--- src/rtl/snake_scan_scheduler.sv ---
`default_nettype none
// +--------------------------------------------------------------------+
// | Module   : snake_scan_scheduler                                    |
// | Purpose  : Scans the snake segment RAM once per tile row, streams  |
// |            segments on that row to the renderer, and shares the    |
// |            single-port RAM with the game engine.                   |
// | Revision : 1.0 - initial release                                   |
// +--------------------------------------------------------------------+
module snake_scan_scheduler #(
  parameter int MAX_LEN = 64,
  parameter int ADDR_W  = 6
) (
  input  logic              clk,
  input  logic              rst,
  input  logic              row_start,
  input  logic [3:0]        row_y,
  input  logic [ADDR_W:0]   snake_len,
  input  logic [ADDR_W-1:0] head_ptr,
  output logic [ADDR_W-1:0] mem_addr,
  output logic              mem_rd,
  input  logic [10:0]       mem_rdata,
  input  logic              game_req,
  output logic              game_gnt,
  input  logic              game_done,
  output logic [4:0]        seg_x,
  output logic [3:0]        seg_y,
  output logic [1:0]        seg_dir,
  output logic              seg_first,
  output logic              seg_last,
  output logic              seg_valid,
  output logic              busy,
  output logic              overrun
);

  localparam logic [1:0] c_IDLE  = 2'd0;
  localparam logic [1:0] c_SCAN  = 2'd1;
  localparam logic [1:0] c_DRAIN = 2'd2;
  localparam logic [1:0] c_GAME  = 2'd3;

  localparam logic [ADDR_W:0] c_MAX_LEN = (ADDR_W+1)'(MAX_LEN);
  localparam logic [ADDR_W:0] c_ONE     = (ADDR_W+1)'(1);

  logic [1:0]        r_state;
  logic [3:0]        r_ry;
  logic [ADDR_W:0]   r_len;
  logic [ADDR_W-1:0] r_hp;
  logic [ADDR_W-1:0] r_idx;
  logic              r_pending;
  logic [3:0]        r_pend_row;
  logic              r_overrun;

  // Read pipeline: describes the RAM word arriving on mem_rdata this cycle
  logic              r_p_vld;
  logic              r_p_first;
  logic              r_p_last;

  logic [4:0]        r_seg_x;
  logic [3:0]        r_seg_y;
  logic [1:0]        r_seg_dir;
  logic              r_seg_first;
  logic              r_seg_last;
  logic              r_seg_valid;

  logic              w_scanning;
  logic              w_abort;
  logic              w_start;
  logic [3:0]        w_start_row;
  logic [ADDR_W:0]   w_len_clamp;
  logic              w_last_rd;

  // Scan entry decode; a new row_start always wins over a stored pending row
  always_comb begin
    w_scanning  = (r_state == c_SCAN) || (r_state == c_DRAIN);
    w_abort     = row_start && w_scanning;
    w_start_row = row_start ? row_y : r_pend_row;
    w_len_clamp = (snake_len > c_MAX_LEN) ? c_MAX_LEN : snake_len;
    w_last_rd   = ({1'b0, r_idx} == (r_len - c_ONE));
    w_start     = 1'b0;
    case (r_state)
      c_IDLE:  w_start = row_start || r_pending;
      c_GAME:  w_start = game_done && (row_start || r_pending);
      default: w_start = row_start;
    endcase
  end

  // Main sequencer: scan latch/advance, game grant, pending and overrun tracking
  always_ff @(posedge clk) begin
    if (rst) begin
      r_state    <= c_IDLE;
      r_ry       <= '0;
      r_len      <= '0;
      r_hp       <= '0;
      r_idx      <= '0;
      r_pending  <= 1'b0;
      r_pend_row <= '0;
      r_overrun  <= 1'b0;
    end else begin
      if (row_start && (w_scanning || r_pending)) begin
        r_overrun <= 1'b1;
      end
      if (w_start) begin
        r_ry      <= w_start_row;
        r_len     <= w_len_clamp;
        r_hp      <= head_ptr;
        r_idx     <= '0;
        r_pending <= 1'b0;
        r_state   <= (w_len_clamp == '0) ? c_IDLE : c_SCAN;
      end else begin
        case (r_state)
          c_IDLE: begin
            if (game_req) begin
              r_state <= c_GAME;
            end
          end
          c_SCAN: begin
            if (w_last_rd) begin
              r_state <= c_DRAIN;
            end else begin
              r_idx <= r_idx + 1'b1;
            end
          end
          c_DRAIN: begin
            r_state <= c_IDLE;
          end
          c_GAME: begin
            // Rows requested while the game owns the RAM are deferred
            if (row_start) begin
              r_pending  <= 1'b1;
              r_pend_row <= row_y;
            end
            if (game_done) begin
              r_state <= c_IDLE;
            end
          end
          default: r_state <= c_IDLE;
        endcase
      end
    end
  end

  // Segment output stage; an abort discards everything still in flight
  always_ff @(posedge clk) begin
    if (rst) begin
      r_p_vld     <= 1'b0;
      r_p_first   <= 1'b0;
      r_p_last    <= 1'b0;
      r_seg_x     <= '0;
      r_seg_y     <= '0;
      r_seg_dir   <= '0;
      r_seg_first <= 1'b0;
      r_seg_last  <= 1'b0;
      r_seg_valid <= 1'b0;
    end else begin
      r_p_vld   <= (r_state == c_SCAN) && !w_abort;
      r_p_first <= (r_idx == '0);
      r_p_last  <= w_last_rd;
      if (r_p_vld && !w_abort) begin
        r_seg_x     <= mem_rdata[10:6];
        r_seg_y     <= mem_rdata[5:2];
        r_seg_dir   <= mem_rdata[1:0];
        r_seg_first <= r_p_first;
        r_seg_last  <= r_p_last;
        r_seg_valid <= (mem_rdata[5:2] == r_ry);
      end else begin
        r_seg_first <= 1'b0;
        r_seg_last  <= 1'b0;
        r_seg_valid <= 1'b0;
      end
    end
  end

  assign mem_rd    = (r_state == c_SCAN);
  assign mem_addr  = mem_rd ? (r_hp + r_idx) : '0;
  assign game_gnt  = (r_state == c_GAME);
  assign busy      = w_scanning || r_pending;
  assign overrun   = r_overrun;
  assign seg_x     = r_seg_x;
  assign seg_y     = r_seg_y;
  assign seg_dir   = r_seg_dir;
  assign seg_first = r_seg_first;
  assign seg_last  = r_seg_last;
  assign seg_valid = r_seg_valid;

endmodule
`default_nettype wire

--- config.mk ---
export PLATFORM = sky130hd
export DESIGN_NAME = snake_scan_scheduler
export DESIGN_NICKNAME = d
export VERILOG_FILES = /design/src/rtl/snake_scan_scheduler.sv
export SDC_FILE = /design/constraint.sdc
export NUM_CORES = 1
export LEC_CHECK = 0
export ABC_AREA = 1
export BUFFER_PORTS_ARGS = -buffer_cell sky130_fd_sc_hd__buf_2
export CAP_MARGIN = 20
export CORE_UTILIZATION = 42
export CTS_BUF_LIST = sky130_fd_sc_hd__clkbuf_4
export DETAILED_ROUTE_END_ITERATION = 10
export PLACE_DENSITY = 0.66
export SLEW_MARGIN = 20
export SYNTH_ARGS = -nofsm -noshare
export SYNTH_HDL_FRONTEND = slang
export SYNTH_SLANG_ARGS = --single-unit
export TNS_END_PERCENT = 20
--- constraint.sdc ---
create_clock -name clk -period 1.8 [get_ports clk]
set_clock_uncertainty 0.05 [all_clocks]
set_input_delay 0.27 -clock clk [delete_from_list [all_inputs] [get_ports clk]]
set_output_delay 0.27 -clock clk [all_outputs]
set_load 0.05 [all_outputs]
==> impl_metrics.json <==
{
  "status": "finished with violations",
  "violations": "setup timing",
  "synth-edff-count": 0,
  "clk_latency_ps": 350,
  "avgViaCountPerCell": 4.794,
  "ys_seq_area_frac": 0.3994,
  "cts_tree": "built",
  "die_x_um": 77.69,
  "ys_top_cells_by_count": "nor2_1 (54), dfxtp_1 (48), nand2_1 (48), o21ai_0 (34), inv_1 (29)",
  "path_clk_slew_ps": 140,
  "synth_area_um2": 2406,
  "max_clock_freq_mhz": 453.8,
  "ys_warn_count": 0,
  "synth_fp_nets": 366,
  "diodes": 0,
  "synth_most_common_cell": "nor2_1",
  "ys_ff_latch": 48,
  "grt_pass1_wl_mm": 9.397,
  "ios": 57,
  "synthTopCellsByArea": "dfxtp_1 (40%), nor2_1 (8.4%), nand2_1 (7.5%)",
  "hold_violations": 0,
  "htreeDepth": 2,
  "num-nets-final": 452,
  "synth_top_area_cell": "dfxtp_1",
  "dpl_worst_slack_ps": -107.2,
  "critical_path_required_ps": 1480,
  "start_util": 0.4369,
  "hold_buffers": 0,
  "route.vias.total": 2301,
  "rsz0062_at_grt": "yes",
  "clockBufferDepth": 2,
  "drive_above_1_share": 0.3701,
  "crit_fanout": 2,
  "drcViolationCount": 0,
  "worstSetupPathType": "flip-flop to primary output",
  "clock_sinks": 48,
  "synthFlopType": "dfxtp_1",
  "wl_mm": 5.833,
  "hpwl_mm": 4.352,
  "dieArea_um2": 6036,
  "synthCells": 321,
  "synth.avg_cell_area_um2": 7.496,
  "tightestPinTransition_ps": 402.5,
  "core_area_um2": 5507,
  "p_per_area_nw_per_um2": 1283,
  "drv_cap": 0,
  "drt_iter0_markers": 100,
  "placed_cell_area_um2": 2973,
  "place_congestion": 0.8198,
  "grtUsageTotal": 0.1949,
  "fin_setup_tns_ps": -1324,
  "slew_headroom": 0.7314,
  "grt_max_degree": 16,
  "endpoint_kind": "primary output",
  "cts_root_buf": "clkbuf_4",
  "yosysUniqueCellTypes": 34,
  "grt_pass1_vias": 2080,
  "cellLeakagePower_nw": 1.452,
  "area_growth_pct": 34.89,
  "rows": 27,
  "setup_viol": 5,
  "drt-pass1-iter-count": 4,
  "ant_nets": 0,
  "start_kind": "flip-flop",
  "hp-class": "input pin to flip-flop",
  "overflow": 0,
  "routedWlPerCell_um": 12.15,
  "ys_async_sr_fraction": 0,
  "fin_area_um2": 3246,
  "cp.arrival_ps": 1880,
  "setup_ws_ps": -403.5,
  "fin_crit_ps": 2203,
  "antenna_found_initial": 0,
  "report.final.slew_viol_count": 0,
  "fillers": 517,
  "peakVddDrop_v": 0.001099,
  "port_buffers": 56,
  "die_h_um": 77.69,
  "final.period_utilization": 1.224,
  "numCtsBuffers": 5,
  "synth_top_area_frac": 0.3994
}
## routing by layer
layer | track usage | vias to the layer above | wire length, µm
met5 | 0 | - | 0
met1 | 0.2556 | 1050 | 2794
met2 | 0.3301 | 29 | 2869
met3 | 0.03529 | 4 | 128
li1 | - | 1218 | -
met4 | 0.04528 | 0 | 40
## placed cells by master (no fill, tap or decap), types with 3 or more instances in the layout
cell / n
a21oi_1: 14
a21oi_2: 7
buf_2: 49
buf_4: 32
buf_6: 9
clkbuf_4: 6
dfxtp_1: 40
dfxtp_2: 6
ha_1: 6
ha_4: 5
inv_1: 24
inv_2: 6
mux2i_1: 4
nand2_1: 44
nand2_2: 6
nand3_1: 22
nor2_1: 49
nor2_2: 8
o21ai_0: 30
o21ai_2: 3
o22ai_1: 3
xnor2_1: 6
xor2_1: 4
## repair_timing
item | CTS | global route
setup buffers | 0 | 5
resized for setup | 14 | 35
cloned | 0 | 1
endpoints found under the setup margin | 8 | 30
pin swaps | 5 | 13
## per-stage QoR
| step | cells | util | total power, W | hold WS [ps] |
|---|---|---|---|---|
| floorplan | 321 | - | 0.002915 | 343.6 |
| global placement | 466 | 0.5399 | 0.003404 | 350.3 |
| detailed placement | 466 | 0.5399 | 0.003431 | 352.4 |
| CTS | 474 | 0.5592 | 0.003993 | 99.81 |
| global route | 480 | 0.5894 | 0.004477 | 100.5 |
| finish | 480 | 0.5894 | 0.004165 | 112.1 |
## report_power, final
part,switching [W],internal [W]
sequential,0.000118,0.00127
combinational,0.00145,0.000823
clock,0.000333,0.000165
## critical path: stages, from the launching register on
cell and delay (ps):
dfxtp_4 380, ha_4 130, inv_2 40, fa_2 350, nor2_2 100, o21ai_1 60
nand2_1 100, o21ai_2 80, a21oi_4 120, buf_6 170
## sequential cells by signal, indices dropped and copies added (netlist names)
name / flops
r_len: 7
r_hp: 6
r_idx: 6
seg_x: 5
r_pend_row: 4
r_ry: 4
seg_y: 4
r_state: 2
seg_dir: 2
overrun: 1
r_p_first: 1
r_p_last: 1
r_p_vld: 1
r_pending: 1
seg_first: 1
seg_last: 1
seg_valid: 1
## kinds of logic after synthesis
family          count (synthesis)  synth area share
simple gates                  139            0.2512
compound gates                 64            0.1388
flops                          48            0.3994
buf+inv                        42           0.08163
xor+xnor                       12           0.04680
fa+ha+maj                      12           0.06552
mux                             4           0.01664
## final timing paths
kind / startpoint / slack (ps) / end / cells after the start
hold reg to reg: r_p_last$_SDFF_PP0_ / 370 / seg_last$_SDFF_PP0_ / 2
hold / removal: mem_rdata[1] / 110 / seg_dir[1]$_SDFFE_PP0P_ / 3
setup / recovery: r_idx[0]$_SDFFE_PP0P_ / -400 / mem_addr[4] / 9
setup reg to reg: r_state[0]$_SDFFE_PP0P_ / 20 / r_state[0]$_SDFFE_PP0P_ / 12
## final cells by class
cell class | instances | area, µm² | share of cell area
tap | 72 | 90.09 | 0.02776
inverter | 30 | 112.6 | 0.03470
multi-input combinational | 232 | 1424 | 0.4387
clock buffer | 6 | 45.04 | 0.01388
sequential | 48 | 975.9 | 0.3007
timing repair buffer | 90 | 586.8 | 0.1808
clock inverter | 2 | 11.26 | 0.003470
No activity file was read; power rests on OpenSTA's default activity.
